`config.mk`:
```
export PLATFORM = sky130hd
export DESIGN_NAME = ps2_host_tx_flat
export DESIGN_NICKNAME = d
export VERILOG_FILES = /design/src/rtl/ps2_host_tx_if.sv /design/src/rtl/ps2_host_tx.sv /design/src/flat_wrapper.sv
export SDC_FILE = /design/constraint.sdc
export NUM_CORES = 1
export LEC_CHECK = 0
export CAP_MARGIN = 5
export CORE_MARGIN = 2
export CORE_UTILIZATION = 55
export DETAILED_ROUTE_END_ITERATION = 16
export HOLD_SLACK_MARGIN = 0.1
export PLACE_DENSITY = 0.85
export SYNTH_ARGS = -nofsm -noshare
export SYNTH_HDL_FRONTEND = slang
export SYNTH_SLANG_ARGS = --single-unit
```
`constraint.sdc`:
```
create_clock -name clk -period 6.2 [get_ports clk]
set_input_delay 1.86 -clock clk [delete_from_list [all_inputs] [get_ports clk]]
set_output_delay 1.86 -clock clk [all_outputs]
set_load 0.005 [all_outputs]
```
`src/rtl/ps2_host_tx_if.sv`:
```
// ps2_host_tx_if: command handshake and transfer status between a requester and the PS/2 host transmitter
interface ps2_host_tx_if;
  logic [7:0] cmd_data;
  logic cmd_valid;
  logic cmd_ready;
  logic busy;
  logic done;
  logic ack_err;
  logic timeout;
  modport master(output cmd_data, cmd_valid, input cmd_ready, busy, done, ack_err, timeout);
  modport slave(input cmd_data, cmd_valid, output cmd_ready, busy, done, ack_err, timeout);
endinterface

```
`src/rtl/ps2_host_tx.sv`:
```
// ps2_host_tx: sends one command byte host-to-device over open-drain PS/2 clock/data lines
module ps2_host_tx #(
  parameter int INHIBIT_CYCLES = 12000,
  parameter int TIMEOUT_CYCLES = 2000000
) (
  input  logic clk,
  input  logic rstn,
  ps2_host_tx_if.slave cmd,
  input  logic ps2_c,
  input  logic ps2_d,
  output logic ps2_c_oe,
  output logic ps2_d_oe
);
  typedef enum logic [2:0] {IDLE, INHIBIT, START, DATA, ACK, WAIT_IDLE} state_t;
  state_t state, nxt;
  logic [1:0] c_s, d_s;
  logic c_q, par, bit_oe, fall_c, idle, tmo, tmo_exit;
  logic [20:0] cnt;
  logic [3:0] n;
  logic [7:0] dat;
  assign fall_c = c_q & ~c_s[1];
  assign idle = c_s[1] & d_s[1];
  assign tmo = cnt >= 21'(TIMEOUT_CYCLES - 1);
  assign tmo_exit = (state == DATA || state == ACK || state == WAIT_IDLE) && nxt == IDLE && !(state == WAIT_IDLE && idle);
  always_ff @(posedge clk or negedge rstn)
    if (!rstn) state <= IDLE;
    else state <= nxt;
  always_comb begin
    nxt = state;
    unique case (state)
      IDLE:      nxt = cmd.cmd_valid ? INHIBIT : IDLE;
      INHIBIT:   nxt = cnt == 21'(INHIBIT_CYCLES - 1) ? START : INHIBIT;
      START:     nxt = DATA;
      DATA:      nxt = fall_c && n == 4'd9 ? ACK : tmo ? IDLE : DATA;
      ACK:       nxt = fall_c ? WAIT_IDLE : tmo ? IDLE : ACK;
      WAIT_IDLE: nxt = idle || tmo ? IDLE : WAIT_IDLE;
      default:   nxt = IDLE;
    endcase
  end
  always_comb begin
    bit_oe = n == 4'd0 ? 1'b1 : n <= 4'd8 ? ~dat[3'(n - 4'd1)] : n == 4'd9 ? ~par : 1'b0;
    ps2_c_oe = state == INHIBIT || state == START;
    ps2_d_oe = state == START || (state == DATA && bit_oe);
    cmd.cmd_ready = state == IDLE;
    cmd.busy = state != IDLE;
  end
  // the single counter times the inhibit phase, then restarts at START as the saturating timeout
  always_ff @(posedge clk or negedge rstn)
    if (!rstn) begin
      c_s <= 2'b11;
      d_s <= 2'b11;
      c_q <= 1'b1;
      cnt <= '0;
      n <= '0;
      dat <= '0;
      par <= 1'b0;
      cmd.done <= 1'b0;
      cmd.ack_err <= 1'b0;
      cmd.timeout <= 1'b0;
    end else begin
      c_s <= {c_s[0], ps2_c};
      d_s <= {d_s[0], ps2_d};
      c_q <= c_s[1];
      cnt <= state == IDLE || state == START ? '0 : cnt + {20'd0, cnt != '1};
      n <= state != DATA ? '0 : n + {3'd0, fall_c};
      cmd.done <= state != IDLE && nxt == IDLE;
      if (state == IDLE && cmd.cmd_valid) begin
        dat <= cmd.cmd_data;
        par <= ~^cmd.cmd_data;
        cmd.ack_err <= 1'b0;
        cmd.timeout <= 1'b0;
      end
      if (state == ACK && fall_c) cmd.ack_err <= d_s[1];
      if (tmo_exit) begin
        cmd.ack_err <= 1'b1;
        cmd.timeout <= 1'b1;
      end
    end
endmodule

```
`src/flat_wrapper.sv`:
```
// flat-port wrapper written by rule: the top's interface ports become plain ports
module ps2_host_tx_flat 
#(
  parameter int INHIBIT_CYCLES = 12000,
  parameter int TIMEOUT_CYCLES = 2000000
)
  (clk, rstn, ps2_c, ps2_d, ps2_c_oe, ps2_d_oe, cmd_cmd_data, cmd_cmd_valid, cmd_cmd_ready, cmd_busy, cmd_done, cmd_ack_err, cmd_timeout);
  ps2_host_tx_if cmd_i ();
  input  logic clk;
  input  logic rstn;
  input  logic ps2_c;
  input  logic ps2_d;
  output logic ps2_c_oe;
  output logic ps2_d_oe;
  input wire logic [$bits(cmd_i.cmd_data)-1:0] cmd_cmd_data;
  input wire logic [$bits(cmd_i.cmd_valid)-1:0] cmd_cmd_valid;
  output wire logic [$bits(cmd_i.cmd_ready)-1:0] cmd_cmd_ready;
  output wire logic [$bits(cmd_i.busy)-1:0] cmd_busy;
  output wire logic [$bits(cmd_i.done)-1:0] cmd_done;
  output wire logic [$bits(cmd_i.ack_err)-1:0] cmd_ack_err;
  output wire logic [$bits(cmd_i.timeout)-1:0] cmd_timeout;
  assign cmd_i.cmd_data = cmd_cmd_data;
  assign cmd_i.cmd_valid = cmd_cmd_valid;
  assign cmd_cmd_ready = cmd_i.cmd_ready;
  assign cmd_busy = cmd_i.busy;
  assign cmd_done = cmd_i.done;
  assign cmd_ack_err = cmd_i.ack_err;
  assign cmd_timeout = cmd_i.timeout;
  ps2_host_tx #(.INHIBIT_CYCLES(INHIBIT_CYCLES), .TIMEOUT_CYCLES(TIMEOUT_CYCLES)) u_core (.clk(clk), .rstn(rstn), .cmd(cmd_i), .ps2_c(ps2_c), .ps2_d(ps2_d), .ps2_c_oe(ps2_c_oe), .ps2_d_oe(ps2_d_oe));
endmodule
```
**Word level (Yosys, flattened, before mapping)**

Cells that the tools add are included.

- $add $sub $neg: 3
- Magnitude comparators: 3
- Equality and inequality tests: 9
- Mux-type cells: 19
- Bitwise gates (word level): 5
- Reductions and logical operators: 22

Operators by type and width:

| cell | count |
|---|---|
| adder 21 x 1 -> 21 bit | 1 |
| == test 21 x 14 -> 1 bit (second input constant) | 1 |
| greater-or-equal comparator 21 bit (second input constant) | 1 |
| two-way mux 21 bit | 1 |
| != test 21 bit (second input constant) | 1 |
| case mux 3 bit (6 select lines) | 1 |
| two-way mux 3 bit | 4 |
| two-way mux 1 bit | 9 |
| logical AND 1 bit | 8 |
| XNOR reduction 8 bit | 1 |
| == test 3 x 2 -> 1 bit (second input constant) | 2 |
| == test 3 bit (second input constant) | 2 |
| zero test 3 bit | 2 |
| logical OR 1 bit | 6 |
| nonzero test 3 bit | 2 |
| adder 4 x 1 -> 4 bit | 1 |
| == test 4 bit (second input constant) | 1 |
| <= comparator 4 bit (second input constant) | 1 |
| zero test 4 bit | 1 |
| less-than comparator 3 x 4 -> 1 bit (second input constant) | 1 |
| two-way mux 2 bit | 2 |
| two-way mux 4 bit | 1 |
| binary-select mux 1 bit (select 3 bit) | 1 |
| == test 3 x 1 -> 1 bit (second input constant) | 1 |
| 6 further kinds | 9 |

- Register bits after elaboration: 45
- Input port bits: 13
- Output and inout bits: 7

**Logic depth before layout (Yosys ltp)**

- Word-level depth: 9
- Depth in mapped cells: 11
- Gate-level depth less buffers: 10

**Least setup slack after synthesis**

Ideal clock, no wire load.

- Path kind: register -> output
- Start: register u_core.n[0]
- End: output port ps2_d_oe
- Data arrival time: 1581 ps
- Data required time: 4340 ps
- Setup slack: 2759 ps
- Stages on the path, launching flop included: 8
- Path buffers: 0
- Cell sequence: dfrtp_1 inv_1 ha_1 mux4_2 nand2_1 nand2_1 a221oi_1 a21o_1

- Longest elaborated chain between the ends: 8
- Elaborated cells between the ends (all ways): 12
- Those cells by class: add/sub: 1; order compare: 1; eq/ne: 1; mux: 5; bitwise: 1; reduce/logical: 3

RTL lines:

| element | RTL line | source |
|---|---|---|
| start: declaration | ps2_host_tx.sv:19 | `logic [3:0] n;` |
| start signal: assignment | ps2_host_tx.sv:65 | `n <= state != DATA ? '0 : n + {3'd0, fall_c};` |
| subtractor 3 x 1 -> 3 bit | ps2_host_tx.sv:41 | `bit_oe = n == 4'd0 ? 1'b1 : n <= 4'd8 ? ~dat[3'(n - 4'd1)] : n == 4'd9 ? ~par : 1'b0;` |
| binary-select mux 1 bit (select 3 bit) | ps2_host_tx.sv:41 |  |
| two-way mux 1 bit (implied by the code) | ps2_host_tx.sv:41 |  |
| inverter 1 bit | ps2_host_tx.sv:41 |  |
| two-way mux 1 bit | ps2_host_tx.sv:41 |  |
| two-way mux 1 bit (*) | ps2_host_tx.sv:41 |  |
| logical AND 1 bit (*) | ps2_host_tx.sv:43 | `ps2_d_oe = state == START \|\| (state == DATA && bit_oe);` |
| logical OR 1 bit (*) | ps2_host_tx.sv:43 |  |
| end: declaration | flat_wrapper.sv:14 | `output logic ps2_d_oe;` |

Mark *: on every way between the ends. The rest lies on a longest branch, timed or not. The select of a mux whose other input is x is not followed.

**Worst setup path in the final report**

Same ends and word-level chain as after synthesis.

==> out/results.md <==
• completed — outcome
• 0 ns — final setup TNS
• 14.3 um — detail-routed net length per standard cell
• 42 — Netlist cell types
• 1.78 ns — final critical-path setup slack
• 0 — number of antenna violations at the first check in global routing
• 0.08 ns — clock-pin slew reported for the worst setup and hold paths after clock tree synthesis
• 46 — largest net degree at the start of global routing
• 0 — Final setup viols
• 68.8 um — horizontal die dimension
• 0.226 GHz — Max Clk Rate
• 0 — CTS resizes
• 5 — worst-path maximum fanout
• 100% — async set-reset flop share out of synthesis
• 0 — cell depth of the worst hold path
• 247 — net count after synthesis
• sky130_fd_sc_hd__clkbuf_8 — Root Buffer
• 1,705 — detailed-route via count
• 45 — FF+latch count, synth
• 14.8% — area overhead of the layout relative to synthesis
• 10.9% — share of post-route cells with drive strength above 1
• 20.7% — gr usage total
• 173 — Iter 0 DRT Violations
• flip-flop to output pin — type of the worst setup path
• 5 — CTS Buf Count
• 0 — GR Overflow Total
• 0.883 — weighted congestion reported at the end of routability-driven placement
• sky130_fd_sc_hd__dfrtp_1 — post-synth top area cell
• 0 — final number of max-transition violations
• 4.34 ns — Data required, critical path
• 0 — Yosys warnings
• 2 — buffer depth of the longest clock path
• 49.0% — sequential share of the synthesized area
• 2.13 ns — worst setup slack after placement
• 5.72 — routed via count divided by cell count
• 19 — Port Buffers
• ps2_d_oe — worst setup path end
• no — unrepaired setup endpoints after global routing
• 165 uV — IR Drop Worst-Case VDD
• 7290 um — wire length of the first global-routing pass
• 23 — standard-cell rows
• flip-flop to flip-flop — Hold Path Class
• 266 — final net count
• 1.19 nW — cell leakage power
• 206 nW/um^2 — areal power density over the cells
• 4260 um — Routed Wire Length
• u_core.cnt[20] — R2R Path End
• done — CTS tree
• 0 — post-CTS setup repair buffer count
• 0 — number of synthesized flops with an enable pin
• 0 — final antenna-violating net count
• 43.3% — Yosys top cell area share
• 0 — number of hold buffers added after CTS
• 2310 sq um — netlist area before placement
• u_core.n[0] — first element of the critical path
• 4.42 ns — minimum period implied by the final worst setup slack
• sky130_fd_sc_hd__dfrtp_1 — cell with the most instances after synthesis
• 4 — DRT Pass-1 Iters
• 228 — number of instances in the synthesized netlist
• 45 — number of sinks handled by clock tree synthesis
• 10.1 sq um — post-synthesis average cell area
• 0.30 ns — source-to-sink clock delay at the later pin of the worst-skew pair
• u_core.cnt[12] — critical register-to-register path startpoint
• 2 — maximum level of the CTS H-tree
• 57.3% — initial standard-cell utilization of the core
• 336 — Filler Cell Count
• 4730 sq um — die outline area
• 1,562 — vias in the first global route
• 3050 um — Post-DP HPWL
• 4030 sq um — area of the core region
• flip-flop — Startpoint Class
• 0 — endpoints failing hold
• 71.3% — share of the cycle needed by the critical path after routing
• 0.944 ns — slew at the pin with the worst max-slew slack
• 20 — I/O pin count
• 0.0122 ns — Clock Skews
• output pin — type of element capturing the critical path
• sky130_fd_sc_hd__dfrtp_1 (40), sky130_fd_sc_hd__nor2_1 (32), sky130_fd_sc_hd__nand2_1 (21) — top cell types by occurrence after synthesis
• 10 — worst-case reg-to-reg path depth
• 68.8 um — die height
• 547 uW — total power of the final layout
• 0.360 ns — worst hold slack after final layout
• 0 — final routed DRC violation total
• 37.0% — Worst slew margin
• 3.75 ns — setup slack of the worst register-to-register path
• 2.56 ns — Worst EP arrival
• 0 — number of diodes added for antenna fixing
• sky130_fd_sc_hd__dfrtp_1 — most used flip-flop cell after synthesis
• sky130_fd_sc_hd__dfrtp_1 (43%), sky130_fd_sc_hd__dfstp_2 (5.7%), sky130_fd_sc_hd__xor2_1 (5.7%) — top area cells in the synthesized netlist
• 0 — count of max-cap constraint violations
per-layer routing:
metal | share of wire [%] | vias up | wire length [um] | global-route usage (%)
met5 | 0 | - | 0 | 0
met1 | 48 | 809 | 2060 | 31.9
met4 | 2.0 | 0 | 83 | 9.07
li1 | - | 833 | - | -
met3 | 4.2 | 12 | 180 | 3.90
met2 | 45 | 51 | 1930 | 28.2
power breakdown:
group	switching [mW]	total, mW	internal [mW]
combinational	0.0112	0.0226	0.0115
clock	0.0964	0.227	0.131
sequential	0.000957	0.297	0.296
total	0.109	0.547	0.439
layout by cell type, fill, tap and decap left out, types with 4 or more instances in the layout:
master                            Yosys  final
sky130_fd_sc_hd__clkbuf_8             0      6
sky130_fd_sc_hd__clkdlybuf4s50_1      0     18
sky130_fd_sc_hd__dfrtp_1             40     40
sky130_fd_sc_hd__dfstp_2              5      5
sky130_fd_sc_hd__ha_1                 6      6
sky130_fd_sc_hd__inv_1                6      6
sky130_fd_sc_hd__mux2_2               6      6
sky130_fd_sc_hd__nand2_1             21     21
sky130_fd_sc_hd__nand3_1              9      9
sky130_fd_sc_hd__nand4_1              9      9
sky130_fd_sc_hd__nor2_1              32     32
sky130_fd_sc_hd__o21ai_0              6      6
sky130_fd_sc_hd__o21ai_1              4      4
sky130_fd_sc_hd__xnor2_1             12     12
sky130_fd_sc_hd__xor2_1              15     15
flip-flops by register name, indices dropped and copies added, names as in the netlist:
signal              flops
u_core.cmd.ack_err      1
u_core.c_s              2
u_core.cmd.timeout      1
u_core.dat              8
u_core.d_s              2
u_core.c_q              1
u_core.cmd.done         1
u_core.n                4
u_core.par              1
u_core.cnt             21
u_core.state            3
worst min path at each step:
stage                             start            end  slack (ns)
after CTS                 u_core.d_s[0]  u_core.d_s[1]        0.36
after detailed placement  u_core.d_s[0]  u_core.d_s[1]        0.35
after floorplan           u_core.c_s[0]  u_core.c_s[1]        0.35
after global routing      u_core.c_s[0]  u_core.c_s[1]        0.36
final                     u_core.d_s[0]  u_core.d_s[1]        0.36
after global placement    u_core.d_s[0]  u_core.d_s[1]        0.35
area by class of cell:
class | instances | area, sq um | area share (%)
Clock buffer | 6 | 82.6 | 3.11
Clock inverter | 2 | 37.5 | 1.42
Inverter | 6 | 22.5 | 0.849
Multi-Input combinational cell | 169 | 1120 | 42.3
Sequential cell | 45 | 1130 | 42.7
Tap cell | 50 | 62.6 | 2.36
Timing Repair Buffer | 20 | 193 | 7.27
kinds of logic after synthesis:
kind of cell	after synthesis	synth area share (%)
AOI/OAI and AO/OA	26	7.15
xor gates and xnor gates	27	10.2
adders and majority gates	6	3.25
buffers and inverters	14	2.44
DFF	45	49.0
muxes	10	5.85
and+or+nand+nor	100	22.0
metrics by stage:
step / utilization [%] / instances / area, sq um
final: 65.8 / 298 / 2650
after detailed placement: 62.8 / 290 / 2530
after floorplan: - / 228 / 2310
after global placement: 62.8 / 290 / 2530
after global routing: 65.8 / 298 / 2650
after CTS: 65.8 / 298 / 2650
critical path: stages (launching register included):
cell	delay, ns
sky130_fd_sc_hd__dfrtp_1	0.47
sky130_fd_sc_hd__inv_1	0.07
sky130_fd_sc_hd__ha_1	0.33
sky130_fd_sc_hd__mux4_2	0.31
sky130_fd_sc_hd__nand2_1	0.08
sky130_fd_sc_hd__nand2_1	0.06
sky130_fd_sc_hd__a221oi_1	0.28
sky130_fd_sc_hd__a21o_1	0.17
sky130_fd_sc_hd__clkdlybuf4s50_1	0.49
Note: power is estimated with default switching activity, not from simulation.
